$ cat config.mk
export PLATFORM = sky130hd
export DESIGN_NAME = mapeo_distancia_filtrado_flat
export DESIGN_NICKNAME = d
export VERILOG_FILES = /design/src/rtl/mapeo_distancia_filtrado_pkg.sv /design/src/rtl/mapeo_distancia_filtrado_if.sv /design/src/rtl/mapeo_distancia_filtrado_divisor.sv /design/src/rtl/mapeo_distancia_filtrado.sv /design/src/flat_wrapper.sv
export SDC_FILE = /design/constraint.sdc
export NUM_CORES = 1
export LEC_CHECK = 0
export CORE_ASPECT_RATIO = 2
export CORE_MARGIN = 3
export CORE_UTILIZATION = 35
export DETAILED_ROUTE_END_ITERATION = 10
export HOLD_SLACK_MARGIN = 0.1
export PLACE_DENSITY_LB_ADDON = 0.2
export SKIP_LAST_GASP = 1
export SLEW_MARGIN = 5
export SYNTH_ARGS = -nofsm -noshare
export SYNTH_HDL_FRONTEND = slang
export SYNTH_SLANG_ARGS = --single-unit
$ cat constraint.sdc
create_clock -name clk -period 7.7 [get_ports clk]
set_clock_uncertainty 0.15 [all_clocks]
set_input_delay 2.31 -clock clk [delete_from_list [all_inputs] [get_ports clk]]
set_output_delay 2.31 -clock clk [all_outputs]
set_load 0.02 [all_outputs]
$ cat src/rtl/mapeo_distancia_filtrado_pkg.sv
// Shared definitions for the distance mapper: FSM states, default widths and
// the dividend width helper that the angle mapper will reuse.
package mapeo_pkg;

    typedef enum logic [1:0] {
        IDLE,
        ACUM,
        DIV,
        SALIDA
    } estado_t;

    localparam int DIST_IN_W  = 9;
    localparam int DIST_OUT_W = 8;
    localparam int DIST_D_MAX = 10;

    function automatic int ancho_dividendo(input int in_w, input int out_w);
        return in_w + out_w;
    endfunction

endpackage

$ cat src/rtl/mapeo_distancia_filtrado_if.sv
// Sample input and mapped output handshakes of the distance mapper.
// The slave side belongs to the mapper; the master side belongs to its environment.
interface mapeo_distancia_filtrado_if #(
    parameter int IN_W  = 9,
    parameter int OUT_W = 8
) ();

    logic [IN_W-1:0]  distancia;
    logic             distancia_valid;
    logic             distancia_ready;
    logic             modo;
    logic [OUT_W-1:0] distancia_mapeada;
    logic             mapeada_valid;
    logic             mapeada_ready;
    logic             saturado;

    modport master (
        output distancia, distancia_valid, modo, mapeada_ready,
        input  distancia_ready, distancia_mapeada, mapeada_valid, saturado
    );

    modport slave (
        input  distancia, distancia_valid, modo, mapeada_ready,
        output distancia_ready, distancia_mapeada, mapeada_valid, saturado
    );

endinterface

$ cat src/rtl/mapeo_distancia_filtrado_divisor.sv
// Sequential restoring divider, one quotient bit per cycle. A start pulse loads the
// operands; o_done pulses for one cycle DIVIDENDO_W cycles later.
module divisor_restaurador #(
    parameter int DIVIDENDO_W = 17,
    parameter int DIVISOR_W   = 9,
    parameter int COCIENTE_W  = 8
) (
    input  logic                   clk,
    input  logic                   rst,
    input  logic                   i_start,
    input  logic [DIVIDENDO_W-1:0] i_dividendo,
    input  logic [DIVISOR_W-1:0]   i_divisor,
    output logic                   o_done,
    output logic [COCIENTE_W-1:0]  o_cociente
);

    localparam int CNT_W = $clog2(DIVIDENDO_W + 1);

    logic [DIVISOR_W-1:0]   r_resto;
    logic [DIVIDENDO_W-1:0] r_cociente;
    logic [DIVISOR_W-1:0]   r_divisor;
    logic [CNT_W-1:0]       r_cuenta;
    logic                   r_activo;
    logic                   r_done;
    logic [DIVISOR_W:0]     w_parcial;
    logic                   w_cabe;

    // The remainder stays below the divisor, so one extra bit holds the shifted value.
    always_comb begin
        w_parcial = {r_resto, r_cociente[DIVIDENDO_W-1]};
        w_cabe    = (w_parcial >= {1'b0, r_divisor});
    end

    always_ff @(posedge clk) begin
        if (rst) begin
            r_resto    <= '0;
            r_cociente <= '0;
            r_divisor  <= '0;
            r_cuenta   <= '0;
            r_activo   <= 1'b0;
            r_done     <= 1'b0;
        end else begin
            r_done <= 1'b0;
            if (i_start) begin
                r_resto    <= '0;
                r_cociente <= i_dividendo;
                r_divisor  <= i_divisor;
                r_cuenta   <= CNT_W'(DIVIDENDO_W);
                r_activo   <= 1'b1;
            end else if (r_activo) begin
                r_resto    <= w_cabe ? DIVISOR_W'(w_parcial - {1'b0, r_divisor})
                                     : w_parcial[DIVISOR_W-1:0];
                r_cociente <= {r_cociente[DIVIDENDO_W-2:0], w_cabe};
                r_cuenta   <= r_cuenta - 1'b1;
                if (r_cuenta == CNT_W'(1)) begin
                    r_activo <= 1'b0;
                    r_done   <= 1'b1;
                end
            end
        end
    end

    assign o_done     = r_done;
    assign o_cociente = r_cociente[COCIENTE_W-1:0];

endmodule

$ cat src/rtl/mapeo_distancia_filtrado.sv
// Ultrasonic distance to servo code mapper: optional moving average, clamp to the
// calibrated full scale, then a rounded linear rescale through a serial divider.
import mapeo_pkg::*;

module mapeo_distancia_filtrado #(
    parameter int IN_W     = DIST_IN_W,
    parameter int OUT_W    = DIST_OUT_W,
    parameter int D_MAX    = DIST_D_MAX,
    parameter int AVG_LOG2 = 2
) (
    input  logic                        clk,
    input  logic                        rst,
    mapeo_distancia_filtrado_if.slave   io_bus
);

    localparam int N     = 1 << AVG_LOG2;
    localparam int SUM_W = IN_W + AVG_LOG2;
    localparam int DIV_W = ancho_dividendo(IN_W, OUT_W);
    localparam int PTR_W = (AVG_LOG2 > 0) ? AVG_LOG2 : 1;
    localparam logic [IN_W-1:0]  DMAX_V = IN_W'(D_MAX);
    localparam logic [DIV_W-1:0] FS_V   = DIV_W'((1 << OUT_W) - 1);
    localparam logic [DIV_W-1:0] MEDIO  = DIV_W'(D_MAX / 2);

    estado_t          r_estado;
    estado_t          w_siguiente;
    logic [IN_W-1:0]  r_muestra;
    logic             r_modo;
    logic [IN_W-1:0]  r_buffer [N];
    logic [SUM_W-1:0] r_suma;
    logic [PTR_W-1:0] r_wptr;
    logic             r_sat_pend;
    logic             r_saturado;
    logic [OUT_W-1:0] r_mapeada;
    logic             w_listo_in;
    logic             w_valido_out;
    logic             w_start;
    logic             w_div_done;
    logic [OUT_W-1:0] w_cociente;
    logic [SUM_W-1:0] w_suma_nueva;
    logic [IN_W-1:0]  w_x_bruto;
    logic             w_sat;
    logic [IN_W-1:0]  w_x;
    logic [DIV_W-1:0] w_dividendo;

    // The oldest entry sits at the write pointer, so the sum is updated in one step.
    always_comb begin
        w_suma_nueva = r_suma - SUM_W'(r_buffer[r_wptr]) + SUM_W'(r_muestra);
        w_x_bruto    = r_modo ? w_suma_nueva[SUM_W-1:AVG_LOG2] : r_muestra;
        w_sat        = (w_x_bruto > DMAX_V);
        w_x          = w_sat ? DMAX_V : w_x_bruto;
        w_dividendo  = DIV_W'(w_x) * FS_V + MEDIO;
    end

    always_ff @(posedge clk) begin
        if (rst) begin
            r_estado <= IDLE;
        end else begin
            r_estado <= w_siguiente;
        end
    end

    always_comb begin
        w_siguiente  = r_estado;
        w_listo_in   = 1'b0;
        w_valido_out = 1'b0;
        w_start      = 1'b0;
        case (r_estado)
            IDLE: begin
                w_listo_in = 1'b1;
                if (io_bus.distancia_valid) w_siguiente = ACUM;
            end
            ACUM: begin
                w_start     = 1'b1;
                w_siguiente = DIV;
            end
            DIV: begin
                if (w_div_done) w_siguiente = SALIDA;
            end
            SALIDA: begin
                w_valido_out = 1'b1;
                if (io_bus.mapeada_ready) w_siguiente = IDLE;
            end
            default: w_siguiente = IDLE;
        endcase
    end

    always_ff @(posedge clk) begin
        if (rst) begin
            r_muestra  <= '0;
            r_modo     <= 1'b0;
            r_suma     <= '0;
            r_wptr     <= '0;
            r_sat_pend <= 1'b0;
            r_saturado <= 1'b0;
            r_mapeada  <= '0;
            for (int i = 0; i < N; i++) r_buffer[i] <= '0;
        end else begin
            if (r_estado == IDLE && io_bus.distancia_valid) begin
                r_muestra <= io_bus.distancia;
                r_modo    <= io_bus.modo;
            end
            if (r_estado == ACUM) begin
                r_buffer[r_wptr] <= r_muestra;
                r_suma           <= w_suma_nueva;
                r_wptr           <= (AVG_LOG2 == 0) ? '0 : r_wptr + 1'b1;
                r_sat_pend       <= w_sat;
            end
            if (r_estado == DIV && w_div_done) begin
                r_mapeada  <= w_cociente;
                r_saturado <= r_sat_pend;
            end
        end
    end

    divisor_restaurador #(
        .DIVIDENDO_W(DIV_W),
        .DIVISOR_W  (IN_W),
        .COCIENTE_W (OUT_W)
    ) u_divisor (
        .clk        (clk),
        .rst        (rst),
        .i_start    (w_start),
        .i_dividendo(w_dividendo),
        .i_divisor  (DMAX_V),
        .o_done     (w_div_done),
        .o_cociente (w_cociente)
    );

    assign io_bus.distancia_ready   = w_listo_in;
    assign io_bus.mapeada_valid     = w_valido_out;
    assign io_bus.distancia_mapeada = r_mapeada;
    assign io_bus.saturado          = r_saturado;

endmodule

$ cat src/flat_wrapper.sv
// flat-port wrapper written by rule: the top's interface ports become plain ports
module mapeo_distancia_filtrado_flat 
#(
    parameter int IN_W     = DIST_IN_W,
    parameter int OUT_W    = DIST_OUT_W,
    parameter int D_MAX    = DIST_D_MAX,
    parameter int AVG_LOG2 = 2
)
  (clk, rst, io_bus_distancia, io_bus_distancia_valid, io_bus_modo, io_bus_mapeada_ready, io_bus_distancia_ready, io_bus_distancia_mapeada, io_bus_mapeada_valid, io_bus_saturado);
  mapeo_distancia_filtrado_if #(.IN_W(IN_W), .OUT_W(OUT_W)) io_bus_i ();
  input  logic clk;
  input  logic rst;
  input wire logic [$bits(io_bus_i.distancia)-1:0] io_bus_distancia;
  input wire logic [$bits(io_bus_i.distancia_valid)-1:0] io_bus_distancia_valid;
  input wire logic [$bits(io_bus_i.modo)-1:0] io_bus_modo;
  input wire logic [$bits(io_bus_i.mapeada_ready)-1:0] io_bus_mapeada_ready;
  output wire logic [$bits(io_bus_i.distancia_ready)-1:0] io_bus_distancia_ready;
  output wire logic [$bits(io_bus_i.distancia_mapeada)-1:0] io_bus_distancia_mapeada;
  output wire logic [$bits(io_bus_i.mapeada_valid)-1:0] io_bus_mapeada_valid;
  output wire logic [$bits(io_bus_i.saturado)-1:0] io_bus_saturado;
  assign io_bus_i.distancia = io_bus_distancia;
  assign io_bus_i.distancia_valid = io_bus_distancia_valid;
  assign io_bus_i.modo = io_bus_modo;
  assign io_bus_i.mapeada_ready = io_bus_mapeada_ready;
  assign io_bus_distancia_ready = io_bus_i.distancia_ready;
  assign io_bus_distancia_mapeada = io_bus_i.distancia_mapeada;
  assign io_bus_mapeada_valid = io_bus_i.mapeada_valid;
  assign io_bus_saturado = io_bus_i.saturado;
  mapeo_distancia_filtrado #(.IN_W(IN_W), .OUT_W(OUT_W), .D_MAX(D_MAX), .AVG_LOG2(AVG_LOG2)) u_core (.clk(clk), .rst(rst), .io_bus(io_bus_i));
endmodule
==> metrics.md, run 1 <==
| Metric | Value |
|---|---|
| GRT met3 Usage | 1.65% |
| Fmax | 131 MHz |
| Initial antenna violation count | 1 |
| Width of the die | between 100 and 150 um |
| Worst slew margin | 33.0% |
| Io pins | 25 |
| Final critical-path share of the clock period | 98.8% |
| GRT busiest layer | met2 |
| All-Layer GR Usage | 18.2% |
| # Max-Cap Violations | 0 |
| Maximum buffer depth of the clock tree | 2 |
| Crit path DAT | 7740 ps |
| Die Y-Extent | 211 um |
| Fin util | 44.7% |
| Worst path bufs/invs | 6 |
| Num CTS Buffers | 9 |
| Drt wl/cell | 16.9 um |
| 1st-pass router iterations | 5 |
| Top cell by count, worst path | fa_1 |
| Hold WS | 305 ps |
| Commonest non-fill, non-tap cell in the layout | inv_1 |
| DIE AREA | 0.0230 mm^2 |
| Main synth FF type | dfxtp_1 |
| Clk_lat worst skew | 370 ps |
| Register area share after synthesis | between 30 and 40% |
| TritonCTS clock tree | built |
| Max H-tree Level | 3 |
| Rows | 74 |
| CP Data Required Time | roughly 7800 ps |
| CORE AREA | 0.0206 mm^2 |
| Via density | between 4 and 5 |
| Syn Inst Count | 775 |
| Seq cells post-synth | 107 |
| Worst setup SP type | flop |
| First-pass GRT wire length | 31400 um |
| Vias in the first global route | 5995 |
| Post-synth EDFFs | 36 |
| GRT Residual Overflow | 0 |
| Met2 usage | a little under two fifths |
| Hold WC Path Type | flop to flop |
| Vias | 5766 |
| Mapped Area | 0.00738 mm^2 |
| Fin crit period | roughly 7600 ps |
| Layout area overhead | 24.4% |
| Unrepaired setup endpoints after global routing | true |
| Cell variety after synth | a little over 60 |
| Root buffer cell | clkbuf_16 |
| DR DRC count | 0 |
| Critical path class | flop to flop |
| Post-Route WL | 19700 um |
| Worst Tran Pin Value | 1000 ps |
| Asr flop ratio synth | 0% |
| Net count reported at finish | 1011 |
| Initial Util | approximately 36% |
| Met1 Use GR | 17.0% |
| Worst-path maximum fanout | 4 |
| Mean Syn Cell Area | roughly 9.5 um^2 |
| Detailed placer's ending HPWL | 15600 um |
| Max Slew Vio Count | 0 |
| Setup crit end kind | flop |
| Antenna-violating nets left | 0 |
| Clock sinks | 107 |
| Drt initial violations | 250 |
| Largest net degree at the start of global routing | between 50 and 60 |
| Final Setup Violations | 0 |
| GP Congestion | 0.864 |
| Filler cells | 2049 |
| Slowest-stage cell, CP | fa_1 |
| Commonest cells after routing, fill and taps aside | 114 x inv_1, 82 x buf_4, 69 x dfxtp_1 |
| CTS clk-pin slew, worst paths | roughly 90 ps |
| Outcome | complete, no violations |
| Endpoints failing hold | 0 |
| CP max stage delay | 550 ps |
| Critical path's top delay family | adder cells |
| Share of cells above drive strength 1 | 19.0% |
| Yosys warnings | 0 |
| Port Buffers | 24 |
worst reg2reg max path, delay by kind of cell, from the launching register on:
| kind | cells | cell delay (ps) |
|---|---|---|
| compound gates | 9 | 2030 |
| fa+ha+maj | 7 | 3060 |
| simple gates | 5 | 880 |
| xor+xnor | 1 | 130 |
| buf+inv | 6 | 380 |
| mux | 1 | 530 |
| flops | 1 | 360 |
final timing paths:
| path | start | to | slack [ps] | cells past startpoint |
|---|---|---|---|---|
| worst max register to register | flop | u_core.u_divisor.r_cociente[12]$_SDFFE_PP0P_ | 90 | 29 |
| worst min register to register | u_core.io_bus.distancia_mapeada[0]$_SDFFE_PP0P_ | u_core.io_bus.distancia_mapeada[0]$_SDFFE_PP0P_ | 310 | 2 |
| worst min-delay path | u_core.io_bus.distancia_mapeada[0]$_SDFFE_PP0P_ | u_core.io_bus.distancia_mapeada[0]$_SDFFE_PP0P_ | 310 | 2 |
| worst max-delay path | flop | u_core.u_divisor.r_cociente[12]$_SDFFE_PP0P_ | 90 | 29 |
through the flow:
| step | std cells | area, um^2 | setup slack, ps | setup TNS (ps) |
|---|---|---|---|---|
| 2_1_floorplan | 805 | 7520 | 1.29 | 0 |
| 3_3_place_gp | 1139 | 8520 | -144 | -365 |
| 3_5_place_dp | 1139 | 8520 | -217 | -657 |
| 4_1_cts | 1161 | 9000 | 16.1 | 0 |
| 5_1_grt | 1167 | 9180 | -241 | -412 |
| 6_report | 1167 | 9180 | 89.0 | 0 |
cell usage after synthesis (all sizes together) (7+ instances only):
master	n	area share (%)
inv	120	6.1
dfxtp	71	19
nor2	61	3.1
ha	58	9.8
nand2	52	2.6
fa	44	12
a21oi	42	2.8
edfxtp	36	15
a211oi	29	2.9
clkbuf	24	1.2
mux2i	24	3.3
and2	20	1.7
xnor2	17	2.0
nand3	16	1.1
nor4	15	1.3
nor2b	14	1.2
o21ai	11	0.75
nor3	10	0.68
xor2	10	1.2
mux4	9	2.7
a21o	7	0.73
buf	7	0.46
repair_timing:
action,in CTS,in global routing
setup endpoints to repair,6,7
gates resized for setup,26,23
buffers inserted,6,6
pin swaps,28,23
hold buffers,0,0
layout make-up:
cell class,instances,area [um^2],area share (%)
Multi-Input combinational cell,547,4680,50.9
Tap cell,266,333,3.62
Clock buffer,9,225,2.45
Antenna cell,1,2.50,0.0273
Sequential cell,107,2500,27.3
Inverter,120,453,4.93
Clock inverter,7,91.3,0.995
Timing Repair Buffer,110,896,9.76
state kept, by name, indices dropped and copies added (netlist names), named ones only:
signal and count:
u_core.io_bus.distancia_mapeada 8, u_core.io_bus.saturado 1, u_core.r_buffer 36, u_core.r_estado 2, u_core.r_modo 1, u_core.r_muestra 9
u_core.r_sat_pend 1, u_core.r_suma 11, u_core.r_wptr 2, u_core.u_divisor.o_done 1, u_core.u_divisor.r_activo 1, u_core.u_divisor.r_cociente 17
u_core.u_divisor.r_cuenta 5, u_core.u_divisor.r_divisor 1, u_core.u_divisor.r_resto 9
cell families after synthesis:
logic type / after synthesis / share of synthesized area, %
mux: 34 / 6.15
xor+xnor: 27 / 3.20
other cells: 2 / 0.102
buf+inv: 151 / 7.78
compound gates: 133 / 12.4
flops: 107 / 33.9
simple gates: 219 / 14.7
fa+ha+maj: 102 / 21.8
metal layers:
layer  up-vias  wire length (um)
li1       2862                 -
met1      2792              6630
met2        72             12000
met3        40               294
met4         0               854
met5         -                 0
Power of run 1 is left out: the tool's default activity adds up to more than one toggle a clock period on the data nets, which glitch-free logic cannot reach.
==> run 2, diff against run 1 <==
ABC_AREA = 1   (was unset)
CORE_MARGIN = unset   (was 3)
clock period = 6.3 ns   (was 7.7 ns; I/O delays follow)
==> run 2 against run 1 <==
The run now ends with setup timing left. Non-clock buffer count fell by 13. Critical endpoint unchanged. Register-to-register slack got worse by 280 ps. Utilization fell by 0.15 points. Critical path type unchanged. Global-route usage rose by 1.2 points. Sequential cell count did not move. Setup slack got worse by 280 ps. Maximum frequency rose by 17%. Synthesized area fell by 2.1%. Final cell count rose by 9.0%.
==> metrics.md, run 2 <==
| Metric | Value |
|---|---|
| Num CTS Buffers | 9 |
| Initial Util | 35.5% |
| Hold WC Path Type | flop to flop |
| Cell count along the critical path | 36 |
| 1st-pass router iterations | 4 |
| Max Slew Vio Count | 0 |
| Main synth FF type | dfxtp_1 |
| Max H-tree Level | 3 |
| DIE AREA | 0.0213 mm^2 |
| Post-Synth XOR/XNOR Area | between 1 and 1.5% |
| CP Data Required Time | 6410 ps |
| Worst Tran Pin Value | a little over 900 ps |
| Net count reported at finish | between 1k and 1.5k |
| Share of cells above drive strength 1 | 19.6% |
| TritonCTS clock tree | built |
| Vias | 6098 |
| Final Setup Violations | 7 |
| Syn Inst Count | 886 |
| Most area-hungry cell type in the Yosys netlist | dfxtp_1 |
| Die Y-Extent | slightly above 200 um |
| Crit path DAT | ~6600 ps |
| Worst setup SP type | flop |
| Rows | 74 |
| Synth top area share | 19.7% |
| Worst slew margin | 38.8% |
| Post-Route WL | 19600 um |
| Setup crit end kind | flop |
| Worst path bufs/invs | 9 |
| CP max stage delay | 550 ps |
| Via density | 4.79 |
| Max FFs per register | 36 |
| R2r setup slk | -190 ps |
| Mapped Area | just over 0.007 mm^2 |
| CTS clk-pin slew, worst paths | 80 ps |
| Cell variety after synth | 44 |
| Width of the die | 104 um |
| Antenna-violating nets left | 0 |
| Cells on Worst Hold Path | 1 |
| Register area share after synthesis | between 30 and 40% |
| Synth top cells by count | 179 x inv_1, 111 x nand2_1, 92 x nor2_1 |
| Endpoints failing hold | 0 |
| Top reg by flops | u_core.r_buffer |
| Outcome | complete, but fails checks |
| GRT Residual Overflow | 0 |
| Fmax | 154 MHz |
| Commonest cells after routing, fill and taps aside | 166 x inv_1, 99 x nand2_1, 82 x nor2_1 |
| Fin crit period | 6490 ps |
| Reg2reg end | u_core.u_divisor.r_cociente[12]$_SDFFE_PP0P_ |
| Clock sinks | approximately 110 |
| Hold path start | u_core.u_divisor.r_cuenta[2]$_SDFFE_PP0P_ |
| Root buffer cell | clkbuf_16 |
| Ranking of synthesized cells by area | dfxtp_1 20%, edfxtp_1 15%, fa_1 12% |
| Adder-cell share of the synthesized area | between 20 and 25% |
| R2r worst-path depth | 36 |
| Violated checks | setup timing |
| Largest registers | u_core.r_buffer (36), u_core.u_divisor.r_cociente (17), u_core.r_suma (11) |
| Asr flop ratio synth | 0% |
| Post-synth EDFFs | 36 |
| Maximum buffer depth of the clock tree | 2 |
| Largest family of logic cells by synthesized area | adder cells |
| DR DRC count | 0 |
| Drt initial violations | 165 |
| Place WS | -489 ps |
| Critical path class | flop to flop |
| Vias in the first global route | 6264 |
| All-Layer GR Usage | 19.4% |
| Commonest non-fill, non-tap cell in the layout | inv_1 |
| Synth Area in Compound Gates | 14.8% |
| Most frequent cell after synthesis | inv_1 |
| Unrepaired setup endpoints after global routing | true |
| GP Congestion | 0.867 |
| First-pass GRT wire length | around 31000 um |
| Port Buffers | 24 |
| Mean Syn Cell Area | 8.16 um^2 |
| Drt wl/cell | 15.4 um |
| # Max-Cap Violations | 0 |
| Detailed placer's ending HPWL | 15600 um |
| Final critical-path share of the clock period | 103% |
| CORE AREA | 0.0204 mm^2 |
| Slowest-stage cell, CP | fa_1 |
| Largest net degree at the start of global routing | 25 |
| Worst-path maximum fanout | 16 |
| Total negative slack | -699 ps |
| Simple-gate portion of the synthesized area | around 16% |
| Initial antenna violation count | 0 |
| Min-Delay Endpoint | u_core.u_divisor.r_cuenta[2]$_SDFFE_PP0P_ |
| Clk_lat worst skew | approximately 360 ps |
| Seq cells post-synth | 107 |
| # diodes | 0 |
| Mux contribution to synthesized area | 0% |
| Critical path's top delay family | adder cells |
| Layout area overhead | 25.4% |
| Io pins | 25 |
| Yosys warnings | 0 |
| Final setup margin | -186 ps |
-- run 2: metal layers --
layer	vias to the layer above	global-route usage, %	wire [um]
met1	2930	16.8	6490
li1	3051	-	-
met3	40	2.03	296
met4	0	11.2	1040
met2	77	41.5	11800
met5	-	0	0
-- run 2: final cells by class --
class,instances,area [um^2]
flip-flops and latches,107,2510
clock inverters,6,60.1
clock buffers,10,229
fillers,2099,11300
well taps,266,333
multi-input cells,603,4420
inverters,183,699
repair buffers,97,817
-- run 2: stage by stage --
stage	hold slack [ps]	std cells	utilization (%)	cell area, um^2
3_5_place_dp	318	1249	41.2	8400
5_1_grt	374	1272	44.5	9070
2_1_floorplan	280	916	-	7440
6_report	331	1272	44.5	9070
3_3_place_gp	305	1249	41.2	8400
4_1_cts	334	1268	43.8	8930
-- run 2: cell families after synthesis --
group,after synthesis
buf+inv,206
xor+xnor,12
flops,107
compound gates,192
simple gates,265
fa+ha+maj,102
other cells,2
-- run 2: worst max path at each step --
| stage | start | end | slack [ps] |
|---|---|---|---|
| after floorplan | flop | u_core.u_divisor.r_cociente[12]$_SDFFE_PP0P_ | -110 |
| after global placement | flop | u_core.u_divisor.r_cociente[10]$_SDFFE_PP0P_ | -530 |
| after global routing | flop | u_core.u_divisor.r_cociente[12]$_SDFFE_PP0P_ | -480 |
| final | flop | u_core.u_divisor.r_cociente[12]$_SDFFE_PP0P_ | -190 |
| after CTS | flop | u_core.u_divisor.r_cociente[12]$_SDFFE_PP0P_ | -120 |
| after detailed placement | flop | u_core.u_divisor.r_cociente[10]$_SDFFE_PP0P_ | -490 |
-- run 2: what timing repair did --
| action | CTS | global route |
|---|---|---|
| gates resized for setup | 48 | 31 |
| pin swaps | 27 | 29 |
| endpoints found under the hold margin | 0 | 0 |
| cloned | 0 | 1 |
| buffers inserted | 3 | 3 |
| hold buffers | 0 | 0 |
| setup endpoints to repair | 8 | 9 |
Power of run 2 is left out for the same reason.
